**src/rtl/shift_deserializer_pkg.sv**
```systemverilog
// Shared definitions for the serial-to-parallel deserializer.
//   state_t        : receive FSM state encoding (IDLE=0, RECV=1)
//   DEFAULT_WIDTH  : default parallel word width
//   cnt_width()    : bits needed to hold a bit count of 0..width
package shift_pkg;

  typedef enum logic {
    IDLE = 1'b0,
    RECV = 1'b1
  } state_t;

  localparam int DEFAULT_WIDTH = 4;

  function automatic int cnt_width(input int width);
    return $clog2(width + 1);
  endfunction

endpackage

```
**src/rtl/shift_deserializer_if.sv**
```systemverilog
// Serial input / parallel output bundle of the deserializer.
//   serial_in, bit_valid, sync : serial bit stream (MSB first, sync marks MSB)
//   data_out, out_valid        : completed word and its valid flag
//   out_ready                  : consumer acceptance
//   overrun, frame_err         : sticky error flags
//   clear_err                  : synchronous clear for both error flags
// master = stream source / consumer side, slave = deserializer side.
interface shift_deserializer_if import shift_pkg::*; #(
  parameter int WIDTH = DEFAULT_WIDTH
);
  logic             serial_in;
  logic             bit_valid;
  logic             sync;
  logic [WIDTH-1:0] data_out;
  logic             out_valid;
  logic             out_ready;
  logic             overrun;
  logic             frame_err;
  logic             clear_err;

  modport master (
    output serial_in, bit_valid, sync, out_ready, clear_err,
    input  data_out, out_valid, overrun, frame_err
  );

  modport slave (
    input  serial_in, bit_valid, sync, out_ready, clear_err,
    output data_out, out_valid, overrun, frame_err
  );
endinterface

```
**src/rtl/shift_deserializer_rx_hold_buf.sv**
```systemverilog
// Output holding register with valid/ready handshake.
//   clk, rst   : clock, asynchronous active-low reset
//   i_load     : a completed word is offered this edge
//   i_word     : the completed word
//   i_ready    : consumer acceptance
//   o_data     : held word (keeps its value after being consumed)
//   o_valid    : o_data holds an unconsumed word
//   o_drop     : offered word is discarded because the register is full
module rx_hold_buf #(
  parameter int WIDTH = 4
) (
  input  logic             clk,
  input  logic             rst,
  input  logic             i_load,
  input  logic [WIDTH-1:0] i_word,
  input  logic             i_ready,
  output logic [WIDTH-1:0] o_data,
  output logic             o_valid,
  output logic             o_drop
);

  logic [WIDTH-1:0] r_data;
  logic             r_valid;
  logic             w_take;
  logic             w_consume;

  // A consume on the same edge frees the slot, so load-and-consume is legal.
  assign w_consume = r_valid & i_ready;
  assign w_take    = i_load & (~r_valid | i_ready);
  assign o_drop    = i_load & r_valid & ~i_ready;

  always_ff @(posedge clk or negedge rst) begin
    if (!rst) begin
      r_data  <= '0;
      r_valid <= 1'b0;
    end else if (w_take) begin
      r_data  <= i_word;
      r_valid <= 1'b1;
    end else if (w_consume) begin
      r_valid <= 1'b0;
    end
  end

  assign o_data  = r_data;
  assign o_valid = r_valid;

endmodule

```
**src/rtl/shift_deserializer.sv**
```systemverilog
// Serial-to-parallel deserializer, MSB first, framed by a sync marker.
//   clk : clock (rising edge)
//   rst : asynchronous active-low reset
//   bus : shift_deserializer_if slave (serial in, parallel word out,
//         valid/ready handshake, sticky overrun / frame_err, clear_err)
module shift_deserializer import shift_pkg::*; #(
  parameter int WIDTH = DEFAULT_WIDTH
) (
  input logic                 clk,
  input logic                 rst,
  shift_deserializer_if.slave bus
);

  localparam int CNT_W = cnt_width(WIDTH);

  state_t           r_state;
  logic [CNT_W-1:0] r_cnt;
  logic [WIDTH-1:0] r_shreg;
  logic             r_overrun;
  logic             r_frame_err;

  logic             w_restart;
  logic             w_word_done;
  logic             w_drop;
  logic [WIDTH-1:0] w_word;

  assign w_restart   = bus.bit_valid & bus.sync & (r_state == RECV);
  // Completion is decided combinationally so the word reaches the holding
  // register on the very edge that samples its last bit.
  assign w_word_done = bus.bit_valid & ~bus.sync & (r_state == RECV) &
                       (r_cnt == CNT_W'(WIDTH - 1));
  assign w_word      = {r_shreg[WIDTH-2:0], bus.serial_in};

  always_ff @(posedge clk or negedge rst) begin
    if (!rst) begin
      r_state <= IDLE;
      r_cnt   <= '0;
      r_shreg <= '0;
    end else if (bus.bit_valid) begin
      unique case (r_state)
        IDLE: begin
          if (bus.sync) begin
            r_shreg <= {{(WIDTH-1){1'b0}}, bus.serial_in};
            r_cnt   <= CNT_W'(1);
            r_state <= RECV;
          end
        end
        RECV: begin
          if (bus.sync) begin
            r_shreg <= {{(WIDTH-1){1'b0}}, bus.serial_in};
            r_cnt   <= CNT_W'(1);
          end else if (w_word_done) begin
            r_shreg <= w_word;
            r_cnt   <= '0;
            r_state <= IDLE;
          end else begin
            r_shreg <= w_word;
            r_cnt   <= r_cnt + CNT_W'(1);
          end
        end
        default: r_state <= IDLE;
      endcase
    end
  end

  // Sticky flags; clear_err wins over a same-edge set.
  always_ff @(posedge clk or negedge rst) begin
    if (!rst) begin
      r_overrun   <= 1'b0;
      r_frame_err <= 1'b0;
    end else if (bus.clear_err) begin
      r_overrun   <= 1'b0;
      r_frame_err <= 1'b0;
    end else begin
      if (w_drop)    r_overrun   <= 1'b1;
      if (w_restart) r_frame_err <= 1'b1;
    end
  end

  rx_hold_buf #(.WIDTH(WIDTH)) u_hold (
    .clk     (clk),
    .rst     (rst),
    .i_load  (w_word_done),
    .i_word  (w_word),
    .i_ready (bus.out_ready),
    .o_data  (bus.data_out),
    .o_valid (bus.out_valid),
    .o_drop  (w_drop)
  );

  assign bus.overrun   = r_overrun;
  assign bus.frame_err = r_frame_err;

endmodule

```
**src/flat_wrapper.sv**
```systemverilog
// flat-port wrapper written by rule: the top's interface ports become plain ports
module shift_deserializer_flat import shift_pkg::*;
#(
  parameter int WIDTH = DEFAULT_WIDTH
)
  (clk, rst, bus_serial_in, bus_bit_valid, bus_sync, bus_out_ready, bus_clear_err, bus_data_out, bus_out_valid, bus_overrun, bus_frame_err);
  shift_deserializer_if #(.WIDTH(WIDTH)) bus_i ();
  input logic clk;
  input logic rst;
  input wire logic [$bits(bus_i.serial_in)-1:0] bus_serial_in;
  input wire logic [$bits(bus_i.bit_valid)-1:0] bus_bit_valid;
  input wire logic [$bits(bus_i.sync)-1:0] bus_sync;
  input wire logic [$bits(bus_i.out_ready)-1:0] bus_out_ready;
  input wire logic [$bits(bus_i.clear_err)-1:0] bus_clear_err;
  output wire logic [$bits(bus_i.data_out)-1:0] bus_data_out;
  output wire logic [$bits(bus_i.out_valid)-1:0] bus_out_valid;
  output wire logic [$bits(bus_i.overrun)-1:0] bus_overrun;
  output wire logic [$bits(bus_i.frame_err)-1:0] bus_frame_err;
  assign bus_i.serial_in = bus_serial_in;
  assign bus_i.bit_valid = bus_bit_valid;
  assign bus_i.sync = bus_sync;
  assign bus_i.out_ready = bus_out_ready;
  assign bus_i.clear_err = bus_clear_err;
  assign bus_data_out = bus_i.data_out;
  assign bus_out_valid = bus_i.out_valid;
  assign bus_overrun = bus_i.overrun;
  assign bus_frame_err = bus_i.frame_err;
  shift_deserializer #(.WIDTH(WIDTH)) u_core (.clk(clk), .rst(rst), .bus(bus_i));
endmodule
```
**config.mk**
```make
export PLATFORM = sky130hd
export DESIGN_NAME = shift_deserializer_flat
export DESIGN_NICKNAME = d
export VERILOG_FILES = /design/src/rtl/shift_deserializer_pkg.sv /design/src/rtl/shift_deserializer_if.sv /design/src/rtl/shift_deserializer_rx_hold_buf.sv /design/src/rtl/shift_deserializer.sv /design/src/flat_wrapper.sv
export SDC_FILE = /design/constraint.sdc
export NUM_CORES = 1
export LEC_CHECK = 0
export BUFFER_PORTS_ARGS = -buffer_cell sky130_fd_sc_hd__buf_2
export CAP_MARGIN = 15
export CORE_AREA = 2 2 39 41
export CTS_BUF_LIST = sky130_fd_sc_hd__clkbuf_16
export CTS_CLUSTER_SIZE = 28
export DETAILED_ROUTE_END_ITERATION = 8
export DIE_AREA = 0 0 41 43
export PLACE_DENSITY = 0.8
export SETUP_SLACK_MARGIN = 0.3
export SYNTH_ARGS = -nofsm -noshare
export SYNTH_HDL_FRONTEND = slang
export SYNTH_SLANG_ARGS = --single-unit
export TNS_END_PERCENT = 1
```
**constraint.sdc**
```tcl
create_clock -name clk -period 2.9 [get_ports clk]
set_clock_uncertainty 0.2 [all_clocks]
set_input_delay 0.58 -clock clk [delete_from_list [all_inputs] [get_ports clk]]
set_output_delay 0.58 -clock clk [all_outputs]
set_load 0.05 [all_outputs]
```
# Yosys cells after proc, flatten, opt, wreduce, memory -nomap -nowiden
# Cells that the tools add are included.
[word_totals]
ff_bits = 14
out_inout_bits = 7
[classes]
addsub = 1
eq_ne = 2
n_mux = 17
n_bitwise = 14
reduce_logical = 4
[ops]
columns = ["operator", "n"]
rows = [
  ["2-to-1 mux 3 bit", 5],
  ["case mux 3 bit (2 select lines)", 2],
  ["bitwise AND 1 bit", 9],
  ["2-to-1 mux 1 bit", 9],
  ["nonzero test 2 bit", 3],
  ["inverter 1 bit", 4],
  ["adder 3 x 1 -> 3 bit (second input constant)", 1],
  ["equality test 3 x 2 -> 1 bit (second input constant)", 1],
  ["inequality test 2 bit (second input constant)", 1],
  ["case mux 1 bit (2 select lines)", 1],
  ["AND reduction 2 bit", 1],
  ["bitwise OR 1 bit", 1],
]

# Logic depth before layout (Yosys ltp)
[logic_depth]
depth_word = 8
ltp_mapped = 4
ltp_nobuf = 4

# By module
# A second synthesis with hierarchy kept.
[hier_totals]
cells_unflattened = 53
area_unflattened_um2 = 661.9
[modules_own_cells]
columns = ["module", "n_inst", "cells_per_inst", "area_per_inst_um2", "seq_area_each_um2"]
rows = [
  ["shift_deserializer", 1, 39, 440.4, 225.2],
  ["rx_hold_buf", 1, 14, 221.5, 125.1],
]

# Worst setup path after synthesis
# No wires, ideal clock.
[synth_timing]
path_type = "input port to flip-flop"
startpoint = "in bus_sync"
endpoint = "reg u_core.u_hold.r_data[0], in the netlist u_core.u_hold.o_data[0]"
setup_ns = 0.125
t_arrival_ns = 1.353
required_ns = 2.575
path_slack_ns = 1.223
path_stages = 4
n_path_buf = 1
path_cell_list = "buf_6 -> nor3b_4 -> nand4b_4 -> mux2_2"
[synth_between]
elab_chain_cells = 5
[synth_rtl]
columns = ["item", "line_no", "source"]
rows = [
  ["start, declared", "flat_wrapper.sv:12", "input wire logic [$bits(bus_i.sync)-1:0] bus_sync;"],
  ["inverter 1 bit", "shift_deserializer.sv:30", "assign w_word_done = bus.bit_valid & ~bus.sync & (r_state == RECV) &"],
  ["bitwise AND 1 bit (3 in series)", "shift_deserializer.sv:30", ""],
  ["bitwise AND 1 bit", "shift_deserializer_rx_hold_buf.sv:29", "assign w_take = i_load & (~r_valid | i_ready);"],
  ["end signal, assigned", "shift_deserializer_rx_hold_buf.sv:37", "r_data <= i_word;"],
  ["end, declared", "shift_deserializer_rx_hold_buf.sv:22", "logic [WIDTH-1:0] r_data;"],
]
# Every way passes these cells.
# A chain may end at the register's enable or synchronous reset.

# Worst setup path in the final report
[layout_timing]
startpoint = "reg u_core.r_overrun, in the netlist u_core.bus.overrun"
endpoint = "out bus_overrun"
[layout_lines]
columns = ["item", "line_no", "source"]
rows = [
  ["start, declared", "shift_deserializer.sv:19", "logic r_overrun;"],
  ["start signal, assigned", "shift_deserializer.sv:69", "r_overrun <= 1'b0;"],
  ["start signal, assigned", "shift_deserializer.sv:72", "r_overrun <= 1'b0;"],
  ["start signal, assigned", "shift_deserializer.sv:75", "if (w_drop) r_overrun <= 1'b1;"],
  ["end, declared", "flat_wrapper.sv:17", "output wire logic [$bits(bus_i.overrun)-1:0] bus_overrun;"],
]
# No word-level cell between the ends.

==> out/metrics.csv <==
stage,metric,value,unit
run_status,run status,"complete, no violations",
worst_setup_path,CP max stage cell,dfrtp_1,
worst_setup_path,CP peak stage delay,0.34,ns
timing,final hold viol count,0,
detailed_routing,DRC,0,
detailed_routing,average wire length per cell after detail routing,13.2,um
clock_network,clock transition time at the flip-flop clock pins of the worst setup and hold paths,0.04,ns
worst_setup_path,critical path arrival,0.85,ns
timing,Fin Setup TNS,0,ns
worst_setup_path,WP data required,2.12,ns
timing,max-slew violation total from the final report,0,
worst_setup_path,worst path cell trace,buf_2,
synth,Synth Area per Inst,12.1,um2
detailed_routing,number of antenna-violating nets in the routed design,0,
timing,RSZ-0062 raised after global routing,no,
synth,top cells by area in the synthesized netlist,"dfrtp_1, mux2_2, nand4b_4, o21a_1, nor3b_4",
synth,main combinational cell family by area after synthesis,simple AND/OR/NAND/NOR gates,
clock_network,CTS tree,done,
worst_setup_path,CP startpoint kind,flop,
global_route,overflow left after global routing,0,
global_route,wire length of the first global-routing pass,1770,um
floorplan,Initial Utilization,0.464,
worst_setup_path,Worst Setup End Kind,output pin,
placed_design,routability congestion estimate,0.679,
synth,share of Yosys cell area claimed by the top area cell type,0.546,
timing,Final setup violation count,0,
synth,share of flip-flops with an asynchronous set or reset after synthesis,1.00,
synth,synthesized netlist cell count,53,
placed_design,count of input and output buffers,13,
detailed_routing,First DRT Iteration DRCs,5,
global_route,initial antenna violation count,0,
synth,"synthesized-area fraction occupied by ao, oa, aoi and oai cells",0.144,
global_route,largest net degree at the start of global routing,15,
detailed_routing,number of optimization iterations in the first detailed-route pass,3,
synth,area of the mapped netlist,642,um2
clock_network,CTS resizes,0,
clock_network,Bufs on Longest Clock Path,2,
clock_network,cell at the root of the clock tree,clkbuf_16,
timing,Worst Tran Pin Value,0.430,ns
synth,sequential element share of the synthesized area,0.546,
floorplan,die height,43,um
finish,total area of multi-input combinational cells,260,um2
detailed_routing,post-detailed-routing wire length,1090,um
timing,worst hold slack,0.0234,ns
hold_path,type of the worst min-delay path,input pin to async pin,
worst_setup_path,number of cells on the worst reg-to-reg path,2,
global_route,via count of the first global-routing pass,446,
finish,number of fillers in the final layout,116,
clock_network,H-Tree Level Count,1,
synth,total of flip-flops plus latches after synthesis,14,
synth,cell type with the largest total area after synthesis,dfrtp_1,
finish,synthesis-to-finish area growth,22.4,%
worst_setup_path,launch instance of the worst register-to-register path,u_core.r_state$_DFFE_PN0P_,
clock_network,buffer count from post-CTS setup fixing,0,
floorplan,die extent in x,41,um
worst_setup_path,r2r setup slk,1.34,ns
flow_run,Maximum Capacitance Violations,0,
worst_setup_path,critical path peak fanout,2,
clock_network,Clock Latency Late Sink,0.24,ns
floorplan,total I/O pin count,14,
detailed_routing,average via count per standard cell,5.37,
finish,layout cells sized above 1,0.388,
synth,fraction of the mapped netlist area in simple logic gates,0.154,
floorplan,Std-Cell Core Area,0.00138,mm2
timing,min cycle time layout,1.63,ns
synth,total number of yosys warnings,0,
placed_design,post-detailed-placement half-perimeter wirelength,823,um
detailed_routing,via total after detailed routing,446,
worst_setup_path,category of cells accounting for the largest share of critical-path delay,flip-flops,
global_route,overall global routing resource usage,0.153,
synth,adder and majority cell fraction of the synthesized area,0.0195,
finish,Final nets,76,
floorplan,num rows,14,
clock_network,count of clock tree sinks,14,
synth,number of enable-type register cells in the synthesized netlist,0,
synth,fraction of synthesized area in multiplexers,0.0877,
power_and_ir_drop,maximum ir drop on the vdd rail,0.000473,V
floorplan,die area,0.00176,mm2
timing,Max Clk Rate,614,MHz
power_and_ir_drop,leakage power,0.377,nW
worst_setup_path,Critical Setup Path Class,flop to output pin,
synth,count of cell types in the netlist,23,
clock_network,number of hold-repair buffers added at the cts stage,0,
worst_setup_path,crit path buf inv count,1,
power_and_ir_drop,P per Cell Area,949,mW/mm2
synth,post-synthesis share of cell area spent on xor and xnor gates,0,
synth,syn_nets,61,
worst_setup_path,R2R Path End,u_core.r_shreg[0]$_DFFE_PN0P_,
clock_network,number of buffers created by CTS,3,
finish,storage element area,350,um2
timing,part of the cycle the worst path needs,0.562,
timing,tightest slew margin relative to the limit,0.713,
finish,diodes inserted,0,
synth,dominant register cell in the synthesized netlist,dfrtp_1,
-- power by group --
group | internal (W) | switching [W]
Clock | 0.000182 | 0.0000720
Combinational | 0.0000713 | 0.000149
Sequential | 0.000239 | 0.0000327
-- layer usage --
metal  routed length, um  GRT usage  vias to the layer above
met3                  30     0.0628                        2
met5                   0          0                        -
met2                 543      0.231                        8
li1                    -          -                      215
met1                 502      0.188                      221
met4                  15     0.0600                        0
-- registers in the layout (all words and copies together) (netlist names) --
signal	count
u_core.r_state	1
u_core.bus.frame_err	1
u_core.u_hold.o_data	4
u_core.bus.overrun	1
u_core.r_shreg	3
u_core.r_cnt	3
u_core.u_hold.o_valid	1
-- area by class of cell --
class,instances,share of cell area
Sequential cell,14,0.446
Multi-Input combinational cell,33,0.331
Clock buffer,3,0.0955
Timing Repair Buffer,13,0.0828
Tap cell,16,0.0255
Inverter,3,0.0143
Clock inverter,1,0.00478
-- worst max-delay path by stage --
stage	start	endpoint	slack, ns	depth (start not counted)
after floorplan	bus_sync	u_core.u_hold.o_data[0]$_DFFE_PN0P_	1.22	4
after global placement	bus_bit_valid	u_core.u_hold.o_data[2]$_DFFE_PN0P_	1.08	4
after detailed placement	bus_bit_valid	u_core.u_hold.o_data[0]$_DFFE_PN0P_	1.05	4
after CTS	u_core.bus.overrun$_DFFE_PN0P_	bus_overrun	1.27	1
after global routing	bus_bit_valid	u_core.u_hold.o_data[3]$_DFFE_PN0P_	1.23	4
final	u_core.bus.overrun$_DFFE_PN0P_	bus_overrun	1.27	1
-- Yosys cell counts, drive strengths merged, types with 2 or more instances --
master	n
nor2b	2
buf	2
dfrtp	14
mux2	5
inv	3
o22ai	3
o21ai	3
nor2	3
o21a	3
nand3	3
-- per-stage QoR --
step	utilization	cells	power, W	cell area [um2]	setup WS, ns
after floorplan	-	53	0.000446	642	1.22
after global placement	0.511	79	0.000490	707	1.08
after detailed placement	0.511	79	0.000498	707	1.05
after CTS	0.568	83	0.000754	786	1.27
after global routing	0.568	83	0.000785	786	1.23
final	0.568	83	0.000746	786	1.27
-- placed cells by master, fill, tap and decap left out --
cell type  Yosys  layout
dfrtp_1       14      14
nor3b_4        1       1
nand3_1        3       3
a21o_2         1       1
o22ai_1        3       3
and3_2         1       1
mux2_2         5       5
nor2b_1        2       2
a31oi_1        1       1
clkinv_1       0       1
a21boi_0       1       1
a21oi_1        1       1
nand2_1        1       1
nand4b_4       1       1
o21ai_0        3       3
inv_1          3       3
o21a_1         3       3
ha_1           1       1
a41oi_1        1       1
clkbuf_16      0       3
or2_2          1       1
nor2_1         3       3
buf_2          1      13
-- cell families after synthesis --
kind of cell,after synthesis
muxes,5
and+or+nand+nor,13
AOI/OAI and AO/OA,14
buffers and inverters,6
DFF,14
adders and majority gates,1
(Power assumes the default switching activity.)
